[src/rtl/bottle_fill_ctrl_if.sv]
// Signal bundle between the filling-line sequencer and its host.
//   start, pause, clear, pill_in       : control and sensor inputs to the sequencer
//   pills_per_bottle, bottle_target    : batch settings, latched by the sequencer on start
//   valve_open, conveyor_run           : actuator drives from the sequencer
//   pill_cnt, bottle_cnt               : progress counters from the sequencer
//   allFull, cfg_err                   : batch-complete and bad-setting flags
// The master modport is the host side; the slave modport is the sequencer.
interface bottle_fill_ctrl_if #(
    parameter int unsigned PILL_W   = 8,
    parameter int unsigned BOTTLE_W = 8
);
    logic                start;
    logic                pause;
    logic                clear;
    logic                pill_in;
    logic [PILL_W-1:0]   pills_per_bottle;
    logic [BOTTLE_W-1:0] bottle_target;
    logic                valve_open;
    logic                conveyor_run;
    logic [PILL_W-1:0]   pill_cnt;
    logic [BOTTLE_W-1:0] bottle_cnt;
    logic                allFull;
    logic                cfg_err;

    modport master (
        output start, pause, clear, pill_in, pills_per_bottle, bottle_target,
        input  valve_open, conveyor_run, pill_cnt, bottle_cnt, allFull, cfg_err
    );

    modport slave (
        input  start, pause, clear, pill_in, pills_per_bottle, bottle_target,
        output valve_open, conveyor_run, pill_cnt, bottle_cnt, allFull, cfg_err
    );
endinterface

[src/rtl/bottle_fill_ctrl.sv]
// Filling-line sequencer: counts pills into each bottle, indexes the conveyor
// between bottles and raises allFull once the batch is complete.
// Ports:
//   CLK    : system clock (100 kHz)
//   RST_N  : asynchronous active-low reset
//   bus    : slave side of bottle_fill_ctrl_if (controls, settings, drives, counters, flags)
// All outputs are registered and computed from the next state, so they change
// on the same edge as the state register and have no combinational input paths.
module bottle_fill_ctrl #(
    parameter int unsigned PILL_W     = 8,
    parameter int unsigned BOTTLE_W   = 8,
    parameter int unsigned ADV_CYCLES = 50000,
    parameter int unsigned ADV_W      = 16
) (
    input  logic              CLK,
    input  logic              RST_N,
    bottle_fill_ctrl_if.slave bus
);

    localparam logic [1:0] IDLE    = 2'd0;
    localparam logic [1:0] FILL    = 2'd1;
    localparam logic [1:0] ADVANCE = 2'd2;
    localparam logic [1:0] DONE    = 2'd3;

    localparam logic [ADV_W-1:0] ADV_LOAD = ADV_W'(ADV_CYCLES - 1);

    logic [1:0]          state_q, state_d;
    logic [2:0]          pill_sync_q;
    logic                pill_edge;
    logic [PILL_W-1:0]   pill_cnt_q, pill_cnt_d;
    logic [BOTTLE_W-1:0] bottle_cnt_q, bottle_cnt_d;
    logic [PILL_W-1:0]   ppb_q, ppb_d;
    logic [BOTTLE_W-1:0] tgt_q, tgt_d;
    logic [ADV_W-1:0]    timer_q, timer_d;
    logic                cfg_err_q, cfg_err_d;
    logic                valve_q, valve_d;
    logic                conv_q, conv_d;
    logic                full_q, full_d;

    // [0],[1] form the synchroniser; [2] is the previous synchronised value.
    assign pill_edge = pill_sync_q[1] & ~pill_sync_q[2];

    always_comb begin
        state_d      = state_q;
        pill_cnt_d   = pill_cnt_q;
        bottle_cnt_d = bottle_cnt_q;
        ppb_d        = ppb_q;
        tgt_d        = tgt_q;
        timer_d      = timer_q;
        cfg_err_d    = cfg_err_q;

        case (state_q)
            IDLE: begin
                if (bus.start) begin
                    if (bus.pills_per_bottle == '0 || bus.bottle_target == '0) begin
                        cfg_err_d = 1'b1;
                    end else begin
                        ppb_d        = bus.pills_per_bottle;
                        tgt_d        = bus.bottle_target;
                        cfg_err_d    = 1'b0;
                        pill_cnt_d   = '0;
                        bottle_cnt_d = '0;
                        state_d      = FILL;
                    end
                end
            end
            FILL: begin
                // Pills already falling are counted even while paused.
                if (pill_edge) begin
                    // Targets are non-zero here, so comparing against target-1
                    // closes the bottle before the counter could overflow.
                    if (pill_cnt_q == ppb_q - PILL_W'(1)) begin
                        pill_cnt_d   = '0;
                        bottle_cnt_d = bottle_cnt_q + BOTTLE_W'(1);
                        if (bottle_cnt_q == tgt_q - BOTTLE_W'(1)) begin
                            state_d = DONE;
                        end else begin
                            state_d = ADVANCE;
                            timer_d = ADV_LOAD;
                        end
                    end else begin
                        pill_cnt_d = pill_cnt_q + PILL_W'(1);
                    end
                end
            end
            ADVANCE: begin
                if (!bus.pause) begin
                    if (timer_q == '0) begin
                        state_d = FILL;
                    end else begin
                        timer_d = timer_q - ADV_W'(1);
                    end
                end
            end
            DONE: begin
                // Held until clear or reset.
            end
            default: begin
                state_d = IDLE;
            end
        endcase

        if (bus.clear) begin
            state_d      = IDLE;
            pill_cnt_d   = '0;
            bottle_cnt_d = '0;
            timer_d      = '0;
            cfg_err_d    = 1'b0;
        end

        valve_d = (state_d == FILL) && !bus.pause;
        conv_d  = (state_d == ADVANCE) && !bus.pause;
        full_d  = (state_d == DONE);
    end

    always_ff @(posedge CLK or negedge RST_N) begin
        if (!RST_N) begin
            state_q      <= IDLE;
            pill_sync_q  <= '0;
            pill_cnt_q   <= '0;
            bottle_cnt_q <= '0;
            ppb_q        <= '0;
            tgt_q        <= '0;
            timer_q      <= '0;
            cfg_err_q    <= 1'b0;
            valve_q      <= 1'b0;
            conv_q       <= 1'b0;
            full_q       <= 1'b0;
        end else begin
            state_q      <= state_d;
            pill_sync_q  <= {pill_sync_q[1:0], bus.pill_in};
            pill_cnt_q   <= pill_cnt_d;
            bottle_cnt_q <= bottle_cnt_d;
            ppb_q        <= ppb_d;
            tgt_q        <= tgt_d;
            timer_q      <= timer_d;
            cfg_err_q    <= cfg_err_d;
            valve_q      <= valve_d;
            conv_q       <= conv_d;
            full_q       <= full_d;
        end
    end

    assign bus.valve_open   = valve_q;
    assign bus.conveyor_run = conv_q;
    assign bus.pill_cnt     = pill_cnt_q;
    assign bus.bottle_cnt   = bottle_cnt_q;
    assign bus.allFull      = full_q;
    assign bus.cfg_err      = cfg_err_q;

endmodule
[src/flat_wrapper.sv]
// flat-port wrapper written by rule: the top's interface ports become plain ports
module bottle_fill_ctrl_flat 
#(
    parameter int unsigned PILL_W     = 8,
    parameter int unsigned BOTTLE_W   = 8,
    parameter int unsigned ADV_CYCLES = 50000,
    parameter int unsigned ADV_W      = 16
)
  (CLK, RST_N, bus_start, bus_pause, bus_clear, bus_pill_in, bus_pills_per_bottle, bus_bottle_target, bus_valve_open, bus_conveyor_run, bus_pill_cnt, bus_bottle_cnt, bus_allFull, bus_cfg_err);
  bottle_fill_ctrl_if #(.PILL_W(PILL_W), .BOTTLE_W(BOTTLE_W)) bus_i ();
  input  logic CLK;
  input  logic RST_N;
  input wire logic [$bits(bus_i.start)-1:0] bus_start;
  input wire logic [$bits(bus_i.pause)-1:0] bus_pause;
  input wire logic [$bits(bus_i.clear)-1:0] bus_clear;
  input wire logic [$bits(bus_i.pill_in)-1:0] bus_pill_in;
  input wire logic [$bits(bus_i.pills_per_bottle)-1:0] bus_pills_per_bottle;
  input wire logic [$bits(bus_i.bottle_target)-1:0] bus_bottle_target;
  output wire logic [$bits(bus_i.valve_open)-1:0] bus_valve_open;
  output wire logic [$bits(bus_i.conveyor_run)-1:0] bus_conveyor_run;
  output wire logic [$bits(bus_i.pill_cnt)-1:0] bus_pill_cnt;
  output wire logic [$bits(bus_i.bottle_cnt)-1:0] bus_bottle_cnt;
  output wire logic [$bits(bus_i.allFull)-1:0] bus_allFull;
  output wire logic [$bits(bus_i.cfg_err)-1:0] bus_cfg_err;
  assign bus_i.start = bus_start;
  assign bus_i.pause = bus_pause;
  assign bus_i.clear = bus_clear;
  assign bus_i.pill_in = bus_pill_in;
  assign bus_i.pills_per_bottle = bus_pills_per_bottle;
  assign bus_i.bottle_target = bus_bottle_target;
  assign bus_valve_open = bus_i.valve_open;
  assign bus_conveyor_run = bus_i.conveyor_run;
  assign bus_pill_cnt = bus_i.pill_cnt;
  assign bus_bottle_cnt = bus_i.bottle_cnt;
  assign bus_allFull = bus_i.allFull;
  assign bus_cfg_err = bus_i.cfg_err;
  bottle_fill_ctrl #(.PILL_W(PILL_W), .BOTTLE_W(BOTTLE_W), .ADV_CYCLES(ADV_CYCLES), .ADV_W(ADV_W)) u_core (.CLK(CLK), .RST_N(RST_N), .bus(bus_i));
endmodule
[config.mk]
export PLATFORM = sky130hd
export DESIGN_NAME = bottle_fill_ctrl_flat
export DESIGN_NICKNAME = d
export VERILOG_FILES = /design/src/rtl/bottle_fill_ctrl_if.sv /design/src/rtl/bottle_fill_ctrl.sv /design/src/flat_wrapper.sv
export SDC_FILE = /design/constraint.sdc
export NUM_CORES = 1
export LEC_CHECK = 0
export ABC_CLOCK_PERIOD_IN_PS = 3560
export BUFFER_PORTS_ARGS = -buffer_cell sky130_fd_sc_hd__buf_2
export CAP_MARGIN = 20
export CORE_MARGIN = 3
export CORE_UTILIZATION = 43
export CTS_BUF_LIST = sky130_fd_sc_hd__clkbuf_8
export DETAILED_ROUTE_END_ITERATION = 8
export GPL_TIMING_DRIVEN = 0
export PLACE_DENSITY = 0.72
export SETUP_SLACK_MARGIN = 0.5
export SLEW_MARGIN = 5
export SYNTH_ARGS = -nofsm -noshare
export SYNTH_HDL_FRONTEND = slang
export SYNTH_SLANG_ARGS = --single-unit
[constraint.sdc]
create_clock -name CLK -period 3.56 [get_ports CLK]
set_input_delay 0.178 -clock CLK [delete_from_list [all_inputs] [get_ports CLK]]
set_output_delay 0.178 -clock CLK [all_outputs]
set_load 0.02 [all_outputs]
==> metrics <==
met2 WL post-DR 3960 um; Comb power frac 19.3%; sequential area share after synthesis 41.0%; Sw Ratio 28.7%; Post-Synthesis Cells 362; Simple-Gate Fraction of Synth Area 21.5%; starting density of the core 44.7%; Crit. Startpoint u_core.timer_q[0]; internal power contribution 1300 uW; CTS tree done; Main synth FF type dfrtp_1; CTS resizes 0; final max-slew violation count 0; Post-Synth XOR/XNOR Area 5.80%; number of port buffers 41; Synth Area in Compound Gates 20.5%; first-pass GRT wire length 14,300 um; crit share post-route 77.5%; final WL 8420 um; max_slew headroom 45.2%; pwr dens 445 nW/um2; setup violators final 0; CTS Root Cell clkbuf_8; n_diodes 0; post-detail-place hpwl 6080 um; r2r setup slk 0.80 ns; # rows 32; M1 WL 3830 um; DIE WIDTH 95.9 um; Crit-path slowest cell or4b_2; Post-Syn Nets 389; drt wl/cell 16.1 um; Top Metal Used met4; worst-path cell chain inv_1 > ha_1 > or4b_2 > clkbuf_1 > nor2_1 > and3_1 > buf_2 > nor4_1 > o21a_1 > a31o_2 > o21a_1; share of layout cells above drive strength 1 23.7%; Max Fanout on Critical Path 7; TritonRoute pass-1 iters 4; Static Leak 0.00179 uW; worst path buffer plus inverter count 3; clk sinks 57; warnings from Yosys 0; Net Switching 522 uW; Worst path most repeated cell o21a_1; Max-cap violations 0; Synth Area in Adders 1.80%; Hold Vio Cnt, Final 0; main combinational cell family by area after synthesis simple AND/OR/NAND/NOR gates; area occupied by multi-input gates 1920 um2; CP delay by family, top simple AND/OR/NAND/NOR gates; reg2reg end u_core.timer_q[3]; number of global-route vias before repair 2,997; post-synthesis area per instance 9.60 um2; Die Footprint 9200 um2; Peak VDD IR 179 uV; DR vias/cell 5.93; RSZ-0062 raised after global routing false; Skew-Pair Late Insertion Delay 0.34 ns; Synth area leaders dfrtp_1 (41%), mux2_2 (5.5%), xnor2_1 (4.0%); Largest stage delay, worst path 0.59 ns; Post-synth EDFFs 0; Crit path depth 11; count of different cell masters after synthesis 68; Clock transition at path regs 0.07 ns; register area 1430 um2; top cell type's share of synthesized area 41.0%; Nets 444; Reg power frac 42.2%; TNS Setup 0 ns; Core ar. 7770 um2; fillers 734; Final Instance Area 4090 um2; Antenna Nets Post-Route 0; fmax 0.362 GHz; Top Ports 42; Worst setup endpoint u_core.timer_q[3]; routability cong. 0.897; mux share of post-synthesis cell area 5.51%; Hold WS 0.0820 ns; # DRC 0; H-Tree Depth 3; layout overhead on the synthesized area 17.5%; Global Route Usage Sum 19.9%; Register-to-Register Path Depth 11; antenna violations before repair 0; total gr overflow 0; met3 routed WL 417 um; Reg-to-Reg Start u_core.timer_q[0]; post-synth top area cell dfrtp_1; postcts setup bufs 0; ys async rst share 100%; largest net degree at the start of global routing 35; Worst setup EP type register; Hold Path Class input port to register; Slew @ Worst Pin 0.822 ns; Cell Area, Synth 3480 um2; post-synthesis register bit count 57; critical path required time 3.79 ns; Max Clock Skew 0.0119 ns; die span in y 95.9 um; Placed Area 3840 um2; CTS Buf Count 9; DR vias 3,106; Initial DRC Count 170; critical path class register to register; CTS max path bufs 2; Critical Path AT 2.99 ns; status finished, final reports clean; Clk pwr share 38.5%; Final Critical Period 2.76 ns; CP Launch Type register; hold_buf cts 2
per-layer routing:
metal | vias to the layer above | GRT usage, %
met2 | 104 | 30.5
met4 | 0 | 8.77
li1 | 1474 | -
met5 | - | 0
met1 | 1511 | 27.1
met3 | 17 | 3.99
flip-flops by register name (all words and copies together) (netlist names):
register,count
u_core.bus.conveyor_run,1
u_core.bus.cfg_err,1
u_core.tgt_q,8
u_core.ppb_q,8
u_core.timer_q,16
u_core.bus.bottle_cnt,8
u_core.state_q,2
u_core.bus.pill_cnt,8
u_core.bus.allFull,1
u_core.bus.valve_open,1
u_core.pill_sync_q,3
cell usage in the layout (no fill, tap or decap), drive strengths merged, types with 6 or more instances in the layout:
cell | synthesis | layout
a31o | 6 | 6
nor3 | 14 | 14
o21a | 6 | 6
nand2b | 11 | 11
buf | 5 | 47
inv | 12 | 12
a21oi | 18 | 18
nor4 | 10 | 10
nand2 | 27 | 27
nand3 | 9 | 9
and3 | 9 | 9
nor2 | 26 | 26
xor2 | 7 | 7
xnor2 | 16 | 16
a31oi | 13 | 13
dfrtp | 57 | 57
clkbuf | 13 | 24
o21ai | 14 | 14
mux2 | 17 | 17
kinds of logic after synthesis:
family	count (synthesis)
AO/OA/AOI/OAI	96
adder cells (fa/ha/maj)	5
multiplexers	17
XOR/XNOR	23
AND/OR/NAND/NOR	134
flip-flops	57
buffers and inverters	30
synth_stat cells (all sizes together), types with 10 or more instances:
cell type / count
o21ai: 14
nand2b: 11
xnor2: 16
dfrtp: 57
mux2: 17
nand2: 27
a31oi: 13
inv: 12
nor2: 26
nor4: 10
clkbuf: 13
a21oi: 18
nor3: 14
layout make-up:
class	count	area share, %
tap	102	3.12
inverter	12	1.10
clock buffer	11	3.71
buffer	18	2.17
timing repair buffer	44	6.19
clock inverter	5	1.90
sequential	57	34.9
multi-input combinational	275	46.9
worst min path at each step:
stage / from / cells after the start / endpoint
2_1_floorplan: RST_N / 0 / u_core.bus.allFull
3_3_place_gp: bus_pill_in / 1 / u_core.pill_sync_q[0]
3_5_place_dp: bus_pill_in / 1 / u_core.pill_sync_q[0]
4_1_cts: bus_bottle_target[1] / 2 / u_core.tgt_q[1]
5_1_grt: bus_bottle_target[5] / 2 / u_core.tgt_q[5]
6_report: bus_bottle_target[4] / 2 / u_core.tgt_q[4]
worst reg2reg max path, delay by kind of cell (launching register included):
family                   cells  cell delay [ns]
flip-flops                   1             0.41
buffers and inverters        3             0.48
AND/OR/NAND/NOR              4             1.08
adder cells (fa/ha/maj)      1             0.19
AO/OA/AOI/OAI                3             0.50
per-stage QoR:
stage / std cells / setup WS (ns) / power, uW / util (%)
global placement: 505 / 0.882 / 1110 / 49.0
global route: 524 / 0.572 / 1910 / 52.6
floorplan: 362 / 1.06 / 1030 / -
detailed placement: 506 / 0.856 / 1130 / 49.4
CTS: 524 / 0.830 / 1830 / 52.6
finish: 524 / 0.800 / 1820 / 52.6
power groups by stage:
stage / clock, uW / combinational, uW / sequential, uW
floorplan: 0 / 259 / 767
global placement: 0 / 330 / 776
detailed placement: 0 / 348 / 779
CTS: 712 / 352 / 767
global route: 742 / 391 / 779
finish: 700 / 351 / 769
Power figures use the tool's default switching activity.
